`src/rtl/sys_arr_pkg.sv`:
```
// Shared types and sizing helpers for the systolic-array tile sequencer.
// Holds the state encoding, the default array size and the derived widths/latency.
package sys_arr_pkg;

  typedef enum logic [2:0] {IDLE, LOAD_W, STREAM, DRAIN, DONE} state_t;

  localparam int DEF_ARR_SIZE = 16;

  // Active-to-bottom-row latency of an N x N array.
  function automatic int lat_f(input int n);
    return 2 * n;
  endfunction

  function automatic int addr_w_f(input int n);
    return (n > 1) ? $clog2(n) : 1;
  endfunction

endpackage

```
`src/rtl/sys_arr_delay.sv`:
```
// Single-bit shift-register delay line of DEPTH stages.
// Async reset plus a synchronous flush that empties every stage at once.
module sys_arr_delay #(
  parameter int DEPTH = 1
) (
  input  logic clk,
  input  logic reset,
  input  logic flush,
  input  logic din,
  output logic dout
);

  logic [DEPTH-1:0] sr_p0;

  generate
    if (DEPTH == 1) begin : g_one
      always_ff @(posedge clk or posedge reset) begin
        if (reset)      sr_p0 <= '0;
        else if (flush) sr_p0 <= '0;
        else            sr_p0 <= din;
      end
    end else begin : g_multi
      always_ff @(posedge clk or posedge reset) begin
        if (reset)      sr_p0 <= '0;
        else if (flush) sr_p0 <= '0;
        else            sr_p0 <= {sr_p0[DEPTH-2:0], din};
      end
    end
  endgenerate

  assign dout = sr_p0[DEPTH-1];

endmodule

```
`src/rtl/sys_arr_ctrl.sv`:
```
// Tile sequencer for a square systolic array: weight load, vector stream,
// drain of bottom-row results, and start/busy/done handshake.
module sys_arr_ctrl
  import sys_arr_pkg::*;
#(
  parameter int ARR_SIZE = DEF_ARR_SIZE,
  parameter int VEC_W    = 16,
  parameter int LAT      = lat_f(ARR_SIZE)
) (
  input  logic                          clk,
  input  logic                          reset,
  input  logic                          start,
  input  logic [VEC_W-1:0]              num_vec,
  input  logic                          abort,
  output logic                          busy,
  output logic                          done,
  output logic                          w_rd_en,
  output logic [addr_w_f(ARR_SIZE)-1:0] w_addr,
  output logic [ARR_SIZE-1:0]           wwrite,
  output logic                          d_rd_en,
  output logic [VEC_W-1:0]              d_addr,
  output logic                          active,
  output logic                          out_valid,
  output logic [VEC_W-1:0]              out_addr
);

  localparam int AW = addr_w_f(ARR_SIZE);
  localparam logic [AW-1:0]    W_LAST = AW'(ARR_SIZE - 1);
  localparam logic [AW-1:0]    W_ONE  = AW'(1);
  localparam logic [VEC_W-1:0] V_ONE  = VEC_W'(1);

  state_t           state, nxt;
  logic [AW-1:0]    w_cnt;
  logic [VEC_W-1:0] d_cnt, o_cnt, nv_q;
  logic             accept;
  logic             wwrite_bit, active_bit, ov_bit;

  assign accept = (state == IDLE) && start && !abort && (num_vec != '0);

  always_ff @(posedge clk or posedge reset) begin
    if (reset) state <= IDLE;
    else       state <= nxt;
  end

  // Abort overrides every transition; in IDLE it also drops a coincident start.
  always_comb begin
    nxt = state;
    if (abort) begin
      nxt = IDLE;
    end else begin
      case (state)
        IDLE:    if (start) nxt = (num_vec != '0) ? LOAD_W : DONE;
        LOAD_W:  if (w_cnt == W_LAST) nxt = STREAM;
        STREAM:  if (d_cnt == nv_q - V_ONE) nxt = DRAIN;
        DRAIN:   if (ov_bit && (o_cnt == nv_q - V_ONE)) nxt = DONE;
        DONE:    nxt = IDLE;
        default: nxt = IDLE;
      endcase
    end
  end

  // Counters restart whenever their phase is left, so abort leaves them cleared.
  always_ff @(posedge clk or posedge reset) begin
    if (reset) begin
      nv_q  <= '0;
      w_cnt <= '0;
      d_cnt <= '0;
      o_cnt <= '0;
    end else begin
      if (accept) nv_q <= num_vec;
      w_cnt <= (state == LOAD_W && nxt == LOAD_W) ? w_cnt + W_ONE : '0;
      d_cnt <= (state == STREAM && nxt == STREAM) ? d_cnt + V_ONE : '0;
      if (nxt == IDLE || nxt == DONE) o_cnt <= '0;
      else if (ov_bit)                o_cnt <= o_cnt + V_ONE;
    end
  end

  // Stage boundary: memory read enables -> write strobe / active -> bottom-row valid.
  sys_arr_delay #(.DEPTH(1)) u_wwrite_dly (
    .clk(clk), .reset(reset), .flush(abort), .din(w_rd_en), .dout(wwrite_bit)
  );

  sys_arr_delay #(.DEPTH(1)) u_active_dly (
    .clk(clk), .reset(reset), .flush(abort), .din(d_rd_en), .dout(active_bit)
  );

  sys_arr_delay #(.DEPTH(LAT)) u_valid_dly (
    .clk(clk), .reset(reset), .flush(abort), .din(active_bit), .dout(ov_bit)
  );

  assign busy      = (state != IDLE);
  assign done      = (state == DONE);
  assign w_rd_en   = (state == LOAD_W);
  assign w_addr    = w_cnt;
  assign d_rd_en   = (state == STREAM);
  assign d_addr    = d_cnt;
  assign wwrite    = {ARR_SIZE{wwrite_bit}};
  assign active    = active_bit;
  assign out_valid = ov_bit;
  assign out_addr  = o_cnt;

endmodule

```
`config.mk`:
```
export PLATFORM = sky130hd
export DESIGN_NAME = sys_arr_ctrl
export DESIGN_NICKNAME = d
export VERILOG_FILES = /design/src/rtl/sys_arr_pkg.sv /design/src/rtl/sys_arr_delay.sv /design/src/rtl/sys_arr_ctrl.sv
export SDC_FILE = /design/constraint.sdc
export NUM_CORES = 1
export LEC_CHECK = 0
export CAP_MARGIN = 15
export CORE_MARGIN = 3
export CORE_UTILIZATION = 40
export CTS_CLUSTER_SIZE = 28
export DETAILED_ROUTE_END_ITERATION = 6
export PLACE_DENSITY = 0.74
export SKIP_CTS_REPAIR_TIMING = 1
export SYNTH_ARGS = -nofsm -noshare
export SYNTH_HDL_FRONTEND = slang
export SYNTH_SLANG_ARGS = --single-unit
```
`constraint.sdc`:
```
create_clock -name clk -period 2.7 [get_ports clk]
set_input_delay 0.54 -clock clk [delete_from_list [all_inputs] [get_ports clk]]
set_output_delay 0.54 -clock clk [all_outputs]
set_load 0.05 [all_outputs]
```
== After elaboration in Yosys (flattened, before gate mapping) ==
Index checks and enable logic that the tools add are counted.
Word-level totals
  bits in registers: 89
  word-level logic and storage cells: 49
Cells by class
  add/subtract/negate cells: 4
  equality and inequality tests: 10
  mux-type cells: 14
  reductions and logical operators: 13
Operator list (number)
  two-way mux 16 bit: 3
  adder 16 x 1 -> 16 bit (second input constant): 2
  == test 16 bit: 2
  two-way mux 32 bit: 1
  two-way mux 3 bit: 6
  nonzero test 16 bit: 1
  subtractor 16 x 1 -> 16 bit (second input constant): 1
  case mux 3 bit (4 select lines): 1
  == test 3 x 2 -> 1 bit (second input constant): 3
  == test 3 x 1 -> 1 bit (second input constant): 2
  == test 3 bit (second input constant): 2
  logical AND 1 bit: 6
  logical NOT 3 bit: 2
  adder 4 x 1 -> 4 bit (second input constant): 1
  == test 4 bit (second input constant): 1
  two-way mux 4 bit: 1
  nonzero test 3 bit: 1
  two-way mux 1 bit: 2
  nonzero test 2 bit: 1
  logical NOT 1 bit: 1
  logical OR 1 bit: 1

== Logic depth before layout (Yosys ltp) ==
Gate-level depths: netlist of run 1.
  word-level depth: 9
  gate-level depth with buffers: 13
  gate-level depth less buffers: 9

== By module ==
Synthesis of run 1 repeated with hierarchy kept, for this count alone.
Unflattened totals
  cell total of the unflattened synthesis: 542
  area total of the unflattened synthesis: 5195.0 µm²
By module, submodules not included
  sys_arr_ctrl: instances 1, cells an instance 468, area an instance 4082.7 µm², sequential area each 1376.3 µm²
  sys_arr_delay (u_valid_dly): instances 1, cells an instance 68, area an instance 1027.2 µm², sequential area each 800.8 µm²
  sys_arr_delay (u_active_dly ...): instances 2, cells an instance 3, area an instance 42.5 µm², sequential area each 25.0 µm²

== Worst setup path before layout of run 1 ==
Ideal clock, no wire load.
  path kind: reg-to-reg
  start: reg nv_q[0]
  end: reg o_cnt[0] (netlist: out_addr[0])
  setup time: 121 ps
  data arrival time: 2885 ps
  required time: 2579 ps
  slack: -306 ps
  stages on the path, launching flop included: 13
  cells stage by stage: dfrtp_1 -> buf_2 -> inv_1 -> ha_1 -> or3b_2 -> clkbuf_1 -> or3_1 -> xnor2_1 -> nor4b_1 -> nand4_1 -> o31ai_4 -> buf_2 -> nor2_1
On the way
  word-level cells in the longest chain between the ends: 9
  elaborated cells on any way between the ends: 13
Ends and longest elaborated chain
  start: declaration: line sys_arr_ctrl.sv:34  | logic [VEC_W-1:0] d_cnt, o_cnt, nv_q;
  start signal: assignment: line sys_arr_ctrl.sv:70  | if (accept) nv_q <= num_vec;
  subtractor 16 x 1 -> 16 bit (*): line sys_arr_ctrl.sv:54, sys_arr_ctrl.sv:55
  == test 16 bit: line sys_arr_ctrl.sv:55  | DRAIN: if (ov_bit && (o_cnt == nv_q - V_ONE)) nxt = DONE;
  logical AND 1 bit: line sys_arr_ctrl.sv:55
  two-way mux 3 bit: line sys_arr_ctrl.sv:55
  case mux 3 bit (4 select lines) (*): line sys_arr_ctrl.sv:51  | case (state)
  two-way mux 3 bit (*): line sys_arr_ctrl.sv:48  | if (abort) begin
  == test 3 bit / logical NOT 3 bit (equally long branches): line sys_arr_ctrl.sv:73  | if (nxt == IDLE || nxt == DONE) o_cnt <= '0;
  logical OR 1 bit (*): line sys_arr_ctrl.sv:73
  two-way mux 16 bit / nonzero test 2 bit (equally long branches)
  end signal: assignment: line sys_arr_ctrl.sv:74  | else if (ov_bit) o_cnt <= o_cnt + V_ONE;
  end: declaration: line sys_arr_ctrl.sv:34
Mark *: on every way between the ends. The rest lies on a longest branch, timed or not.
A chain may end at the register's enable or synchronous reset.

== Worst setup path in the final report of run 1 ==
  start: reg nv_q[5]
  end: reg d_cnt[7] (netlist: d_addr[7])
On the way
  word-level cells in the longest chain between the ends: 9
  elaborated cells on any way between the ends: 11
Ends and longest elaborated chain
  subtractor 16 x 1 -> 16 bit (*): line sys_arr_ctrl.sv:54, sys_arr_ctrl.sv:55
  == test 16 bit: line sys_arr_ctrl.sv:55
  logical AND 1 bit: line sys_arr_ctrl.sv:55
  two-way mux 3 bit: line sys_arr_ctrl.sv:55
  case mux 3 bit (4 select lines) (*): line sys_arr_ctrl.sv:51
  two-way mux 3 bit (*): line sys_arr_ctrl.sv:48
  == test 3 x 2 -> 1 bit (*): line sys_arr_ctrl.sv:72  | d_cnt <= (state == STREAM && nxt == STREAM) ? d_cnt + V_ONE : '0;
  logical AND 1 bit (*): line sys_arr_ctrl.sv:72
  two-way mux 16 bit (*): line sys_arr_ctrl.sv:72
  end signal: assignment: line sys_arr_ctrl.sv:72
  end: declaration: line sys_arr_ctrl.sv:34
Marked as above.

==> impl_results.md, run 1 <==
- Layout cell share with drive strength beyond 1: 17.5%
- Core Box Area: 0.0116 sq mm
- Mapped Avg Cell Area: 9.77 sq um
- Final critical-path setup slack: -0.0506 ns
- CTS HTree Levels: 3
- Top cells by area, synth: dfrtp_1 (46%), xnor2_1 (8.9%), xor2_1 (4.3%)
- Global-route wire length before repair: around 20000 um
- Cell Chain, Critical Path: or4_4 -> or4_4 -> xnor2_1 -> a21oi_1 -> and4bb_2 -> or3b_1 -> buf_6 -> nor2_1
- Post-Place Setup Slack: -0.149 ns
- First-pass DRT Iterations: 4
- Clock Tree Buf Depth: 2
- Iter 0 DRT Violations: 246
- Core Util, Final: about 55%
- Commonest cells in the netlist: dfrtp_1 (89), nor2_1 (53), xnor2_1 (49), nand2_1 (39), nor2b_1 (33)
- Crit path largest cell delay: 0.58 ns
- Async S/R FF share, synth: 100%
- Failing checks: negative setup slack
- Reg power frac: about two fifths
- # fillers: 983
- Slew @ Worst Pin: 0.570 ns
- CP arrival: 3.02 ns
- Clk slew on worst S/H paths: 0.07 ns
- Routed vias: between 3000 and 4000
- Number of placement rows: 39
- Die span in x: around 120 um
- Largest delay share family, worst path: simple AND/OR/NAND/NOR gates
- Sequential area share after synthesis: between 40% and 50%
- Die area: ~0.013 sq mm
- Mapped cell area: 0.00484 sq mm
- Internal power: ~2.5 mW
- Logic pwr share: 23.7%
- Period utilisation layout: 102%
- Max-slew violation count: 0
- Fmax: roughly 360 MHz
- Crit-path slowest cell: or4_4
- Final setup vio count: 15
- Cells after Synth: 496
- Antenna cells: 0
- Max FO, Critical Path: 15
- Area leader, netlist: dfrtp_1
- Crit path top cell by count: or4_4
- DP HPWL: 8940 um
- Yosys top cell area share: 46.0%
- Worst-skew pair later-pin latency: 0.34 ns
- Initial antenna violation count: 0
- Synth warn: 0
- Worst Path Required: 2.97 ns
- Worst vdd ir: 244 uV
- Critical path type: flip-flop to flip-flop
- Post-synth cell types: 57
- Residual DRC: 0
- Gr usage total: a little under a fifth
- Pin count of the biggest net entering global routing: 38
- Routed wire length: roughly 12000 um
- Syn-to-layout area delta: 31.4%
- Post-Layout Inst Area: 0.00637 sq mm
- Setup crit start kind: flip-flop
- Most used DFF post-synth: dfrtp_1
- CTS root buffer: clkbuf_16
- Post-layout net count: 612
- DP Area: 0.00594 sq mm
- Buffers plus inverters on the worst setup path: 1
- Gpl congestion: approximately 0.92
- Cell leakage power: 2.62 nW
- Vias per cell: 5.40
- Status: finished, violations left
- CTS tree: yes
- Synthesized flop and latch total: 89
- CTS sink cnt: 89
- Worst min-delay path class: flip-flop to flip-flop
- Clock share of power: 36.1%
- CTS buffer count: 9
- Max-cap viol count: 0
- Routed wire per std cell: 16.6 um
- Sw frac: 29.9%
- Final ANT Viol Nets: 0
- Vias in the first global route: 4005
- Grt total ovfl: 0
- Min Tclk post-route: 2.75 ns
- Max-slew headroom: 61.7%
- Pwr dens: 562 mW/mm^2
- Syn_nets: between 500 and 600
- CP Capture Type: flip-flop
- Most common cell in the netlist: dfrtp_1
- Die height: between 100 and 150 um
- EDFF count, synth: 0
- Final Hold Fails: 0
- Psw: 1.07 mW
- Clk_skew: around 0.0054 ns
- RSZ-0062 raised after global routing: yes
- Num ports: 78
- Initial core utilization: 41.7%
- Tot Pwr: 3.58 mW
- Port bufs: 77
[metrics by stage]
stage               hold slack (ns)  setup TNS, ns  std cells
floorplan                     0.439          -3.83        496
global placement              0.442          -1.94        714
detailed placement            0.449          -4.70        714
CTS                           0.464          -4.58        730
global route                  0.479          -3.85        736
finish                        0.462         -0.525        736
[cell families (layout without fill, tap and decap cells)]
family	after synthesis	count (layout)	synth area share [%]
AOI/OAI and AO/OA	37	37	5.48
xor gates and xnor gates	74	74	13.7
adders and majority gates	4	4	1.03
buffers and inverters	57	154	6.46
DFF	89	89	46.0
muxes	14	14	3.23
and+or+nand+nor	221	221	24.1
[flip-flops by register name, indices dropped and copies added, names as in the netlist]
signal and cells:
u_valid_dly.sr_p0 32, state 3, d_addr 16, w_addr 4, nv_q 16, out_addr 16
u_active_dly.dout 1, u_wwrite_dly.dout 1
[final cells by class]
class | count | area, sq um | area share (%)
Multi-Input combinational cell | 350 | 2400 | 37.7
Inverter | 12 | 51.3 | 0.806
Sequential cell | 89 | 2230 | 35.0
Timing Repair Buffer | 126 | 1200 | 18.8
Tap cell | 143 | 179 | 2.81
Clock buffer | 9 | 225 | 3.54
Clock inverter | 7 | 83.8 | 1.32
[power groups by stage]
stage               logic (mW)  registers [mW]  clock network [mW]
floorplan                0.555            1.44                   0
global placement         0.773            1.46                   0
detailed placement       0.793            1.46                   0
CTS                      0.799            1.43                1.31
global route             0.906            1.45                1.36
finish                   0.848            1.44                1.29
[layout by cell type, fill, tap and decap left out, drive strengths merged, types with 3 or more instances in the layout]
cell           Yosys  layout
dfrtp             89      89
clkdlybuf4s50      0      77
nor2              53      53
xnor2             49      49
buf               26      48
nand2             39      39
nor2b             33      33
xor2              24      24
nand3             20      20
nor3              16      16
inv               12      15
mux2              13      13
nand4             12      12
nor4              10      10
o21ai              9       9
clkbuf            19       9
and3               7       7
a21oi              6       6
or4                6       6
or3                5       5
ha                 4       4
nor3b              4       4
and2               3       3
nor4b              3       3
[layer usage]
layer  share of wire [%]  up-vias  GRT usage, %
met4                 2.2        0          5.80
met5                   0        -             0
met2                  48      135          30.8
met3                 4.9       24          3.13
li1                    -     1854             -
met1                  45     1965          24.4
[worst paths after layout]
kind / startpoint / end / slack (ns) / cells after the start
worst max-delay path: nv_q[5] / d_addr[7] / -0.05 / 8
worst min-delay path: u_valid_dly.sr_p0[22] / u_valid_dly.sr_p0[23] / 0.46 / 1
worst max register to register: nv_q[5] / d_addr[7] / -0.05 / 8
worst min register to register: u_valid_dly.sr_p0[22] / u_valid_dly.sr_p0[23] / 0.46 / 1
max in group asynchronous: reset / out_addr[14] / 1.55 / 3
min in group asynchronous: reset / u_valid_dly.sr_p0[4] / 0.60 / 2
No activity file was read; power rests on OpenSTA's default activity.
==> run 2, diff against run 1 <==
--- a/config.mk
+++ b/config.mk
@@ -10,8 +10,9 @@
 export CORE_UTILIZATION = 40
 export CTS_CLUSTER_SIZE = 28
 export DETAILED_ROUTE_END_ITERATION = 6
-export PLACE_DENSITY = 0.74
+export PLACE_DENSITY = 0.73
 export SKIP_CTS_REPAIR_TIMING = 1
 export SYNTH_ARGS = -nofsm -noshare
 export SYNTH_HDL_FRONTEND = slang
+export SYNTH_HIERARCHICAL = 1
 export SYNTH_SLANG_ARGS = --single-unit
==> impl_results.md, run 2 <==
- Worst vdd ir: about 420 uV
- Worst-skew pair later-pin latency: 0.35 ns
- Layout cell share with drive strength beyond 1: 22.8%
- Clock share of power: 36.1%
- Die area: 0.0144 sq mm
- CTS root buffer: clkbuf_16
- DP HPWL: 11200 um
- Worst flop-to-flop path startpoint: nv_q[0]
- Max-slew headroom: 61.7%
- Reg power frac: 39.4%
- Pin count of the biggest net entering global routing: 41
- Cell leakage power: roughly 3 nW
- Port bufs: 77
- Top cells by area, synth: dfrtp_1 (43%), xor2_1 (4.9%), xnor2_1 (4.7%)
- Post-layout net count: just under 700
- Post-Place Setup Slack: -0.229 ns
- Slack of the worst reg-to-reg path: -0.23 ns
- Yosys top cell area share: 42.9%
- RSZ-0062 raised after global routing: yes
- Final ANT Viol Nets: 0
- CTS tree: yes
- Final setup vio count: 35
- CTS HTree Levels: 3
- Die height: 120 um
- Finished Layout Cells: 842
- Setup crit start kind: flip-flop
- Syn_nets: 566
- Die span in x: 120 um
- CP arrival: 3.17 ns
- First-pass DRT Iterations: 5
- Leading cell types in the layout, fill and taps excluded: dfrtp_1 (88), buf_4 (78), clkdlybuf4s50_1 (74)
- Fmax: 341 MHz
- Routed wire per std cell: 17.3 um
- Worst Path Required: 2.93 ns
- Mapped Avg Cell Area: 9.58 sq um
- Max-slew violation count: 0
- Synth warn: 6
- Synthesized flop and latch total: 89
- Most common cell in the netlist: dfrtp_1
- Post-synth cell types: 62
- Status: finished, violations left
- Period utilisation layout: 109%
- EDFF count, synth: 0
- Antenna cells: 0
- Mapped cell area: 0.00519 sq mm
- Clk slew on worst S/H paths: 0.07 ns
- Routed vias: 4491
- Internal power: between 2 and 3 mW
- Inst Count DP: about 800
- Final Hold Fails: 0
- Crit path to: d_addr[3]
- Core Box Area: 0.0127 sq mm
- Gr usage total: 21.2%
- Iter 0 DRT Violations: 198
- Logic pwr share: about 25%
- Max-cap viol count: 0
- Slew @ Worst Pin: 0.573 ns
- CP Capture Type: flip-flop
- Worst min-delay path class: primary input to asynchronous set/reset pin
- Reg2Reg Depth: 9
- Max FFs per register: 32
- R2r endpoint: d_addr[3]
- Number of placement rows: 41
- Clock Tree Buf Depth: 2
- Grt total ovfl: 0
- Sequential area share after synthesis: 42.9%
- Failing checks: negative setup slack
- Min Tclk post-route: 2.93 ns
- Pwr dens: roughly 530 mW/mm^2
- Most used DFF post-synth: dfrtp_1
- Core Util, Final: 55.7%
- Cells after Synth: 542
- Critical path type: flip-flop to flip-flop
- Routed wire length: 14600 um
- CTS sink cnt: between 80 and 90
- Commonest cells in the netlist: dfrtp_1 (89), nor2_1 (42), nand2_1 (40), nand3_1 (37), nor2b_1 (37)
- Global-route wire length before repair: 23900 um
- Vias per cell: 5.33
- Vias in the first global route: 4558
- Area leader, netlist: dfrtp_1
- Most common cell after layout, fill and taps aside: dfrtp_1
- Psw: 1.14 mW
- Clk_skew: 0.00933 ns
- Crit. Startpoint: nv_q[0]
- Residual DRC: 0
- CTS buffer count: 9
- Async S/R FF share, synth: 100%
- Initial antenna violation count: 0
- Most flops, register: u_valid_dly/sr_p0
- Initial core utilization: 41.0%
- Final critical-path setup slack: -0.234 ns
- Sw frac: 30.6%
- Num ports: 78
- Gpl congestion: 0.914
- Syn-to-layout area delta: 35.8%
- Max FO, Critical Path: 16
[run 2: changes by cell type in the layout (fill, tap and decap cells not counted), moves of 7 or more]
cell	delta
nor2_1	-8
o21ai_1	+8
o21ai_2	+7
nand3_1	+16
buf_4	+36
xnor2_1	-20
[run 2: kinds of logic after synthesis]
| group | Yosys count | share of synthesized area (%) |
|---|---|---|
| multiplexers | 20 | 4.24 |
| buffers and inverters | 60 | 6.19 |
| XOR/XNOR | 59 | 10.5 |
| adder cells (fa/ha/maj) | 4 | 0.963 |
| AND/OR/NAND/NOR | 243 | 26.0 |
| flip-flops | 89 | 42.9 |
| AO/OA/AOI/OAI | 67 | 9.25 |
[run 2: metrics by stage]
step / TNS (ns) / hold WS [ns] / total power, mW / instance area (sq um)
2_1_floorplan: -4.82 / 0.269 / 2.01 / 5330
3_3_place_gp: -4.05 / 0.447 / 2.35 / 6670
3_5_place_dp: -5.55 / 0.449 / 2.37 / 6670
4_1_cts: -6.00 / 0.434 / 3.72 / 6990
5_1_grt: -8.37 / 0.463 / 3.88 / 7060
6_report: -5.51 / 0.441 / 3.72 / 7060
[run 2: power groups by stage]
stage               Sequential [mW]  Combinational [mW]  Clock (mW)
floorplan                      1.45               0.559           0
global placement               1.48               0.876           0
detailed placement             1.48               0.885           0
CTS                            1.46               0.890        1.37
global route                   1.47               0.981        1.43
finish                         1.46               0.911        1.34
[run 2: area by class of cell]
type,instances,area (sq um)
fill,1086,5620
sequential,89,2230
clock inverter,6,82.6
inverter,12,47.5
timing repair buffer,160,1460
multi-input combinational,393,2780
tap,172,215
clock buffer,10,239
[run 2: critical path: stages, from the launching register on]
cell       delay (ns)
dfrtp_1          0.43
or4_1            0.53
buf_4            0.20
nor3_4           0.21
xnor2_1          0.22
o2111ai_1        0.21
or4_4            0.56
o2111ai_4        0.22
buf_12           0.17
nor2_1           0.06
[run 2: per-layer routing]
layer / up-vias / share of wire [%] / wire, um / global-route usage [%]
met3: 31 / 5.2 / 753 / 4.90
met4: 0 / 2.6 / 378 / 6.37
met2: 127 / 50 / 7250 / 35.8
met5: - / 0 / 0 / 0
li1: 2129 / - / - / -
met1: 2204 / 42 / 6190 / 27.1
[run 2: worst min-delay path by stage]
stage / endpoint / cells after the start
2_1_floorplan: u_active_dly/dout / 1
3_3_place_gp: u_valid_dly/sr_p0[31] / 1
3_5_place_dp: u_valid_dly/sr_p0[28] / 1
4_1_cts: u_wwrite_dly/dout / 2
5_1_grt: u_wwrite_dly/dout / 2
6_report: u_wwrite_dly/dout / 2
==> run 3, diff against run 2 <==
--- a/config.mk
+++ b/config.mk
@@ -6,12 +6,12 @@
 export NUM_CORES = 1
 export LEC_CHECK = 0
 export CAP_MARGIN = 15
-export CORE_MARGIN = 3
 export CORE_UTILIZATION = 40
 export CTS_CLUSTER_SIZE = 28
 export DETAILED_ROUTE_END_ITERATION = 6
 export PLACE_DENSITY = 0.73
 export SKIP_CTS_REPAIR_TIMING = 1
+export SLEW_MARGIN = 10
 export SYNTH_ARGS = -nofsm -noshare
 export SYNTH_HDL_FRONTEND = slang
 export SYNTH_HIERARCHICAL = 1
==> impl_results.md, run 3 (synthesis results as in run 2) <==
- Max-slew violation count: 0
- Inst Count DP: 819
- Post-Layout Inst Area: 0.00715 sq mm
- Routed wire per std cell: 18.2 um
- Cell leakage power: slightly above 3 nW
- Clk_skew: 0.00477 ns
- Worst flop-to-flop path startpoint: nv_q[0]
- Final ANT Viol Nets: 0
- Pin count of the biggest net entering global routing: 40
- RSZ-0062 raised after global routing: yes
- Core Box Area: 0.0126 sq mm
- Slack of the worst reg-to-reg path: -0.28 ns
- CP arrival: 3.22 ns
- Vias per cell: 5.44
- Finished Layout Cells: ~840
- Die area: 0.0134 sq mm
- Syn-to-layout area delta: 37.7%
- Iter 0 DRT Violations: 301
- Die span in x: around 120 um
- Layout cell share with drive strength beyond 1: 24.4%
- Reg2Reg Depth: 11
- Fmax: 336 MHz
- Min Tclk post-route: roughly 3.0 ns
- CTS root buffer: clkbuf_16
- Routed wire length: between 15000 and 20000 um
- CTS sink cnt: 89
- Post-layout net count: 691
- CP Capture Type: flip-flop
- Slew @ Worst Pin: 0.556 ns
- Worst min-delay path class: primary input to asynchronous set/reset pin
- Max FO, Critical Path: 5
- Die height: between 100 and 150 um
- Max FFs per register: 32
- Num ports: 78
- CTS HTree Levels: 3
- Initial antenna violation count: 0
- Period utilisation layout: 110%
- Failing checks: negative setup slack
- Antenna cells: 0
- Initial core utilization: 41.2%
- Clk slew on worst S/H paths: around 0.07 ns
- Setup crit start kind: flip-flop
- Worst Path Required: 2.94 ns
- Vias in the first global route: 4476
- CTS tree: yes
- TNS Setup: -7.68 ns
- R2r endpoint: out_addr[3]
- Residual DRC: 0
- DP Area: 0.00664 sq mm
- Core Util, Final: 56.7%
- DP HPWL: 11400 um
- Pwr dens: 509 mW/mm^2
- Worst vdd ir: 390 uV
- Gr usage total: 23.6%
- Tot Pwr: 3.64 mW
- Max-cap viol count: 0
- Leading cell types in the layout, fill and taps excluded: dfrtp_1 (88), clkdlybuf4s50_1 (75), buf_4 (75)
- Status: finished, violations left
- Max-slew headroom: around 63%
- First-pass DRT Iterations: 5
- Most flops, register: u_valid_dly/sr_p0
- Final Hold Fails: 0
- Most common cell after layout, fill and taps aside: dfrtp_1
- Grt total ovfl: 0
- Critical path type: flip-flop to flip-flop
- CTS buffer count: 9
- Clock Tree Buf Depth: 2
- Routed vias: ~4600
- Final critical-path setup slack: -0.276 ns
- Gpl congestion: slightly below 1
- Worst-skew pair later-pin latency: 0.35 ns
- Global-route wire length before repair: 23900 um
- Final setup vio count: 35
- Port bufs: 77
- Number of placement rows: 41
## run 3: stage by stage
step,hold WS (ns),setup slack [ns]
floorplan,0.269,-0.231
global placement,0.446,-0.0986
detailed placement,0.455,-0.154
CTS,0.426,-0.184
global route,0.451,-0.353
finish,0.444,-0.276
## run 3: worst max-delay path, stage by stage (launching register included)
cell and delay (ns):
dfrtp_2 0.44, inv_4 0.07, ha_4 0.13, or3b_4 0.41, or3_4 0.36, o2bb2ai_2 0.12
a32oi_1 0.07, or4_4 0.59, nor4_4 0.29, buf_6 0.18, clkbuf_16 0.16, o21ai_2 0.05
## run 3: worst max-delay path by stage
stage	startpoint	to	cells past startpoint
detailed placement	nv_q[1]	out_addr[12]	10
floorplan	nv_q[0]	out_addr[11]	12
global placement	nv_q[0]	d_addr[3]	9
finish	nv_q[0]	out_addr[3]	11
global route	nv_q[0]	state[2]	11
CTS	nv_q[1]	out_addr[12]	10
## run 3: routing by layer
metal  up-vias  part of all wire, %  routed length (um)  GRT usage, %
met4         0                  2.0                 302          8.03
met2       168                   49                7500          39.1
met3        31                  5.7                 871          4.29
met1      2268                   43                6650          31.1
li1       2124                    -                   -             -
met5         -                    0                   0             0
## run 3: final cells by class
type                       instances  area (sq um)
tap                              172           215
multi-input combinational        393          2810
clock buffer                       9           225
sequential                        89          2230
clock inverter                     7          81.3
timing repair buffer             162          1540
inverter                          12          47.5
fill                            1106          5470
## run 3: power by group
part / switching, mW / total, mW / internal (mW)
registers: 0.0663 / 1.45 / 1.38
logic: 0.488 / 0.921 / 0.433
clock network: 0.614 / 1.28 / 0.661
total: 1.17 / 3.64 / 2.48
